[config.mk]
export PLATFORM = sky130hd
export DESIGN_NAME = decode_stage
export DESIGN_NICKNAME = d
export VERILOG_FILES = /design/src/rtl/decode_stage.sv
export SDC_FILE = /design/constraint.sdc
export NUM_CORES = 1
export LEC_CHECK = 0
export BUFFER_PORTS_ARGS = -buffer_cell sky130_fd_sc_hd__buf_2
export CAP_MARGIN = 0
export CORE_MARGIN = 10
export CORE_UTILIZATION = 35
export CTS_BUF_LIST = sky130_fd_sc_hd__clkbuf_2 sky130_fd_sc_hd__clkbuf_4 sky130_fd_sc_hd__clkbuf_8
export DETAILED_ROUTE_END_ITERATION = 8
export GPL_ROUTABILITY_DRIVEN = 0
export PLACE_DENSITY = 0.67
export SLEW_MARGIN = 40
export SYNTH_ARGS = -nofsm -noshare
export SYNTH_HDL_FRONTEND = slang
export SYNTH_SLANG_ARGS = --single-unit
[constraint.sdc]
create_clock -name clk -period 3.3 [get_ports clk]
set_input_delay 0.165 -clock clk [delete_from_list [all_inputs] [get_ports clk]]
set_output_delay 0.165 -clock clk [all_outputs]
set_load 0.05 [all_outputs]
[src/rtl/decode_stage.sv]
// Decode stage: turns one RV32 base instruction per transfer into EX control
// and operand fields. It tracks pending register writes in a scoreboard to
// stall RAW hazards, redirects on JAL and squashes the wrong-path instruction
// behind it, and turns unknown opcodes into bubbles with an illegal pulse.
module decode_stage #(
  parameter int XLEN  = 32,
  parameter int NREGS = 32,
  parameter int CNT_W = 16,
  localparam int RA_W = $clog2(NREGS)
) (
  input  logic             clk,
  input  logic             reset,
  input  logic             id_valid,
  output logic             id_ready,
  input  logic [31:0]      id_instr,
  input  logic [XLEN-1:0]  id_pc,
  output logic             ex_valid,
  input  logic             ex_ready,
  output logic [XLEN-1:0]  ex_pc,
  output logic [XLEN-1:0]  ex_imm,
  output logic [RA_W-1:0]  ex_rs1,
  output logic [RA_W-1:0]  ex_rs2,
  output logic [RA_W-1:0]  ex_rd,
  output logic [2:0]       ex_alu_op,
  output logic [1:0]       ex_alu_src,
  output logic [2:0]       ex_func3,
  output logic             ex_func7,
  output logic             ex_reg_write,
  output logic             ex_mem_read,
  output logic             ex_mem_write,
  output logic             ex_mem_to_reg,
  input  logic             wb_valid,
  input  logic [RA_W-1:0]  wb_rd,
  input  logic             flush,
  output logic             jmp,
  output logic [XLEN-1:0]  jmp_pc,
  output logic             illegal,
  output logic [CNT_W-1:0] stall_cnt
);

  typedef enum logic {RUN = 1'b0, SQUASH = 1'b1} state_t;

  localparam logic [6:0] OP_R      = 7'b0110011;
  localparam logic [6:0] OP_I      = 7'b0010011;
  localparam logic [6:0] OP_LUI    = 7'b0110111;
  localparam logic [6:0] OP_AUIPC  = 7'b0010111;
  localparam logic [6:0] OP_LOAD   = 7'b0000011;
  localparam logic [6:0] OP_STORE  = 7'b0100011;
  localparam logic [6:0] OP_BRANCH = 7'b1100011;
  localparam logic [6:0] OP_JAL    = 7'b1101111;
  localparam logic [6:0] OP_JALR   = 7'b1100111;

  // Stall counter sticks at all-ones instead of wrapping
  function automatic logic [CNT_W-1:0] sat_inc(input logic [CNT_W-1:0] v);
    return (&v) ? v : v + CNT_W'(1);
  endfunction

  state_t state, state_nxt;
  logic   keep;

  logic [6:0]      opcode;
  logic [RA_W-1:0] dec_rs1, dec_rs2, dec_rd;
  logic            rd_nonzero;
  logic            dec_legal, dec_rw, dec_reg_write, dec_mr, dec_mw;
  logic            dec_use1, dec_use2, dec_jal;
  logic [2:0]      dec_alu_op;
  logic [1:0]      dec_alu_src;

  logic signed [31:0]     imm_i, imm_s, imm_b, imm_u, imm_j, imm_sel;
  logic signed [XLEN-1:0] dec_imm, j_off;
  logic [XLEN-1:0]        jal_target;

  logic [NREGS-1:0] pend, sb_set, sb_clr, sb_nxt;
  logic             haz1, haz2, hazard, xfer;

  assign opcode     = id_instr[6:0];
  assign dec_rd     = RA_W'(id_instr[11:7]);
  assign dec_rs1    = RA_W'(id_instr[19:15]);
  assign dec_rs2    = RA_W'(id_instr[24:20]);
  assign rd_nonzero = (id_instr[11:7] != 5'd0);

  assign imm_i = $signed({{20{id_instr[31]}}, id_instr[31:20]});
  assign imm_s = $signed({{20{id_instr[31]}}, id_instr[31:25], id_instr[11:7]});
  assign imm_b = $signed({{19{id_instr[31]}}, id_instr[31], id_instr[7],
                          id_instr[30:25], id_instr[11:8], 1'b0});
  assign imm_u = $signed({id_instr[31:12], 12'b0});
  assign imm_j = $signed({{11{id_instr[31]}}, id_instr[31], id_instr[19:12],
                          id_instr[20], id_instr[30:21], 1'b0});

  // Opcode decode into control bits, source usage and immediate selection
  always_comb begin
    dec_legal   = 1'b1;
    dec_alu_op  = 3'b000;
    dec_alu_src = 2'b00;
    dec_rw      = 1'b0;
    dec_mr      = 1'b0;
    dec_mw      = 1'b0;
    dec_use1    = 1'b0;
    dec_use2    = 1'b0;
    dec_jal     = 1'b0;
    imm_sel     = '0;
    case (opcode)
      OP_R:      begin dec_alu_op = 3'b010; dec_rw = 1'b1; dec_use1 = 1'b1; dec_use2 = 1'b1; end
      OP_I:      begin dec_alu_op = 3'b011; dec_alu_src = 2'b01; dec_rw = 1'b1; dec_use1 = 1'b1; imm_sel = imm_i; end
      OP_LUI:    begin dec_alu_op = 3'b100; dec_alu_src = 2'b01; dec_rw = 1'b1; imm_sel = imm_u; end
      OP_AUIPC:  begin dec_alu_op = 3'b101; dec_alu_src = 2'b10; dec_rw = 1'b1; imm_sel = imm_u; end
      OP_LOAD:   begin dec_alu_op = 3'b000; dec_alu_src = 2'b01; dec_rw = 1'b1; dec_mr = 1'b1; dec_use1 = 1'b1; imm_sel = imm_i; end
      OP_STORE:  begin dec_alu_op = 3'b000; dec_alu_src = 2'b01; dec_mw = 1'b1; dec_use1 = 1'b1; dec_use2 = 1'b1; imm_sel = imm_s; end
      OP_BRANCH: begin dec_alu_op = 3'b001; dec_use1 = 1'b1; dec_use2 = 1'b1; imm_sel = imm_b; end
      OP_JAL:    begin dec_alu_op = 3'b110; dec_alu_src = 2'b10; dec_rw = 1'b1; dec_jal = 1'b1; imm_sel = imm_j; end
      OP_JALR:   begin dec_alu_op = 3'b111; dec_alu_src = 2'b01; dec_rw = 1'b1; dec_use1 = 1'b1; imm_sel = imm_i; end
      default:   dec_legal = 1'b0;
    endcase
  end

  assign dec_reg_write = dec_rw && rd_nonzero;
  assign dec_imm       = XLEN'(imm_sel);
  assign j_off         = XLEN'(imm_j);
  assign jal_target    = id_pc + j_off;

  // A source is blocked only if pending and not being retired this very cycle
  assign haz1     = dec_use1 && (dec_rs1 != '0) && pend[dec_rs1] && !(wb_valid && wb_rd == dec_rs1);
  assign haz2     = dec_use2 && (dec_rs2 != '0) && pend[dec_rs2] && !(wb_valid && wb_rd == dec_rs2);
  assign hazard   = id_valid && (haz1 || haz2);
  assign id_ready = !hazard && !flush && (!ex_valid || ex_ready);
  assign xfer     = id_valid && id_ready;

  // FSM state register
  always_ff @(posedge clk or negedge reset) begin
    if (!reset) state <= RUN;
    else        state <= state_nxt;
  end

  // FSM next state: a JAL opens the squash window, next transfer or flush closes it
  always_comb begin
    state_nxt = state;
    case (state)
      RUN:     if (xfer && dec_legal && dec_jal) state_nxt = SQUASH;
      SQUASH:  if (xfer || flush)                state_nxt = RUN;
      default: state_nxt = RUN;
    endcase
  end

  // FSM outputs: only in RUN does a transfer have any architectural effect
  always_comb begin
    keep = (state == RUN);
  end

  // Scoreboard update: clears from writeback and flushed EX, set has priority
  always_comb begin
    sb_set = '0;
    sb_clr = '0;
    if (xfer && keep && dec_legal && dec_reg_write) sb_set[dec_rd] = 1'b1;
    if (wb_valid)                                   sb_clr[wb_rd]  = 1'b1;
    if (flush && ex_valid && ex_reg_write)          sb_clr[ex_rd]  = 1'b1;
    sb_nxt    = (pend & ~sb_clr) | sb_set;
    sb_nxt[0] = 1'b0;
  end

  // Scoreboard register
  always_ff @(posedge clk or negedge reset) begin
    if (!reset) pend <= '0;
    else        pend <= sb_nxt;
  end

  // ---- decode -> EX output register ----
  // Output register: loads on an accepted transfer, drains when EX consumes it
  always_ff @(posedge clk or negedge reset) begin
    if (!reset) begin
      ex_valid      <= 1'b0;
      ex_pc         <= '0;
      ex_imm        <= '0;
      ex_rs1        <= '0;
      ex_rs2        <= '0;
      ex_rd         <= '0;
      ex_alu_op     <= '0;
      ex_alu_src    <= '0;
      ex_func3      <= '0;
      ex_func7      <= 1'b0;
      ex_reg_write  <= 1'b0;
      ex_mem_read   <= 1'b0;
      ex_mem_write  <= 1'b0;
      ex_mem_to_reg <= 1'b0;
    end else if (flush) begin
      ex_valid <= 1'b0;
    end else if (xfer) begin
      ex_valid <= keep && dec_legal;
      if (keep && dec_legal) begin
        ex_pc         <= id_pc;
        ex_imm        <= dec_imm;
        ex_rs1        <= dec_rs1;
        ex_rs2        <= dec_rs2;
        ex_rd         <= dec_rd;
        ex_alu_op     <= dec_alu_op;
        ex_alu_src    <= dec_alu_src;
        ex_func3      <= id_instr[14:12];
        ex_func7      <= id_instr[30];
        ex_reg_write  <= dec_reg_write;
        ex_mem_read   <= dec_mr;
        ex_mem_write  <= dec_mw;
        ex_mem_to_reg <= dec_mr;
      end
    end else if (ex_ready) begin
      ex_valid <= 1'b0;
    end
  end

  // Redirect and illegal pulses, one cycle after the transfer that caused them
  always_ff @(posedge clk or negedge reset) begin
    if (!reset) begin
      jmp     <= 1'b0;
      jmp_pc  <= '0;
      illegal <= 1'b0;
    end else begin
      jmp     <= xfer && keep && dec_legal && dec_jal;
      illegal <= xfer && keep && !dec_legal;
      if (xfer && keep && dec_legal && dec_jal) jmp_pc <= jal_target;
    end
  end

  // Hazard stall counter
  always_ff @(posedge clk or negedge reset) begin
    if (!reset)      stall_cnt <= '0;
    else if (hazard) stall_cnt <= sat_inc(stall_cnt);
  end

endmodule

==> impl_metrics.toml <==
[worst_setup_path]
path_max_fanout = 4
worst-setup-path-type = "flip-flop to output port"
cp_data_required_time_ns = 3.13
critPathLaunchType = "flip-flop"
worstPathArrival_ns = 2.96
cp-end-kind = "output port"

[yosys]
synth.area.top_cells = "dfrtp_1 45%, mux2_4 4.7%, o21ai_0 4.2%, a21oi_1 4.1%, ha_1 4.0%"
yosysTopAreaCell = "dfrtp_1"
synthCells = 897
ys_ff_latch = 174
ys_warn_count = 0
synth_edf_count = 0
synth_area_um2 = 9580
synth_commonest_cells = "174 x dfrtp_1, 81 x o21ai_0, 78 x a21oi_1, 59 x nand2_1, 57 x nor2_1"
yosysUniqueCellTypes = 67
yosysMostFrequentCell = "dfrtp_1"
synth_ff_type = "dfrtp_1"
synth_nets = 1004
seq_area_frac_synth = 0.454
synth_top_area_frac = 0.454
synthArstFlopShare = 1.00
avgSynthCellArea_um2 = 10.7

[drt]
drt-total-wl_um = 30900
drcViolationCount = 0
avgViaCountPerCell = 5.47
drtIter0Drc = 729
dr.pass1.iters = 5
route.detailed.wl_per_inst_um = 20.6
ant_nets = 0
vias = 8188

[final_layout]
drive_gt1_frac = 0.310
multi_input_area_um2 = 4790
regArea_um2 = 4350
largestRegisters = "ex_imm: 32 flops, ex_pc: 32 flops, jmp_pc: 32 flops"
syn2layout_area_growth_pct = 23.1
finalNetCount = 1251
num_antenna_cells = 0
fillCellCount = 2574

[cts]
ctsHoldBuffers = 45
clk_path_buf_depth = 2
cts_resized = 0
cts.sinks = 174
clock-root-buffer = "clkbuf_8"
h-tree-depth = 4
cts_tree = "built"
clkTransAtPathRegs_ns = 0.11
clock_latency_ns = 0.48
cts_setup_buffers = 0
cts_buffers = 17

[placement]
dp.final_hpwl_um = 22500
pre_cts_ws_ns = 0.197
numPortBuffers = 218

[timing]
worst_pin_slew_ns = 0.823
maxSlewHeadroom = 0.437
fmax_mhz = 320
min_period_over_period = 0.947
setup_ws_ns = 0.176
setup_viol = 0
finalMaxSlewViolations = 0
whs_ns = 0.0375
finClkSkew_ns = 0.0183
hold_violations = 0
rsz0062_at_grt = "no"
final.min_clock_period_ns = 3.12
fin_setup_tns_ns = 0

[status]
status = "complete, no violations"

[floorplanning]
die_x_um = 185
core_area_um2 = 27000
die-area_um2 = 34400
die_y_um = 185
start_util = 0.355
boundaryPins = 219
rows = 60

[global_route]
grt_pass1_vias = 8277
grt_pass1_wl_um = 47700
antenna_found_initial = 1
overflow = 0
grt_max_degree = 61
grt_usage = 0.177

[pwr]
leakagePower_nw = 5.57
powerDensity_nw_per_um2 = 549
finalPower_mw = 6.47
irDropWorstVdd_uv = 366

[flow_run]
drv_cap = 0

[hold_path]
hp-class = "input port to flip-flop"
==> per-layer routing <==
metal	global-route usage	wire [µm]	up-vias
met5	0	20	-
met4	0.0640	760	2
met3	0.0421	2780	69
met2	0.279	14400	378
met1	0.232	13000	3958
li1	-	-	3781
==> layout make-up <==
type                            count  share of cell area
Clock buffer                       17              0.0198
Clock inverter                     15              0.0120
Tap cell                          341              0.0362
Sequential cell                   174               0.369
Inverter                           26             0.00828
Timing Repair Buffer              281               0.148
Multi-Input combinational cell    644               0.407
==> kinds of logic (layout without fill, tap and decap cells) <==
family                     Yosys count  in the layout  synth area share
DFF                                174            174             0.454
adders and majority gates           32             32            0.0426
muxes                               83             83             0.126
xor gates and xnor gates            54             54            0.0494
buffers and inverters               79            339            0.0458
AOI/OAI and AO/OA                  256            256             0.168
and+or+nand+nor                    219            219             0.114
==> final timing paths <==
| check | start | to | slack (ns) | depth (start not counted) |
|---|---|---|---|---|
| setup / recovery | pend[23] | id_ready | 0.18 | 9 |
| hold / removal | id_instr[7] | ex_imm[11] | 0.04 | 3 |
| setup reg to reg | pend[23] | ex_valid | 0.18 | 10 |
| hold reg to reg | state | illegal | 0.47 | 1 |
| max in group asynchronous | reset | ex_func3[0] | 2.12 | 4 |
| min in group asynchronous | reset | ex_pc[26] | 0.13 | 2 |
==> critical path, stage by stage (launching register included) <==
cell and delay, ns:
dfrtp_1 0.42, mux4_2 0.48, mux4_2 0.46, nand2_1 0.08, o41ai_1 0.10, a2bb2oi_2 0.27
nand2b_1 0.22, nand2_1 0.09, inv_1 0.09, buf_2 0.27
==> report_power, final <==
group          leakage [nW]  switching (mW)  total, mW  internal [mW]
Clock                 0.181           0.946       1.51          0.561
Combinational          3.09            1.68       2.35          0.669
Sequential             2.29           0.204       2.62           2.42
Total                  5.57            2.83       6.47           3.65
==> per-stage QoR <==
| stage | cells | instance area [µm²] | util |
|---|---|---|---|
| after floorplan | 897 | 9580 | - |
| after global placement | 1420 | 10900 | 0.406 |
| after detailed placement | 1421 | 11000 | 0.407 |
| after CTS | 1498 | 11800 | 0.437 |
| after global routing | 1498 | 11800 | 0.437 |
| final | 1498 | 11800 | 0.437 |
==> placed cells by master (no fill, tap or decap), types with 5 or more instances in the layout <==
master,count
and3_1,11
a21oi_1,78
nor2b_1,5
ha_1,31
buf_2,217
nor2_1,57
buf_4,14
mux2_2,28
a22oi_1,5
clkbuf_8,17
a21o_1,13
dfrtp_1,174
mux4_2,15
dlygate4sd3_1,45
o21ai_0,81
nand4_1,9
mux2i_1,7
nand3b_1,15
o221ai_1,31
a31oi_1,9
or3b_2,6
nand3_1,29
xnor2_1,30
o21bai_1,7
mux2_4,30
inv_1,25
inv_8,6
nand2_1,59
xor2_1,24
(Power assumes the default switching activity.)
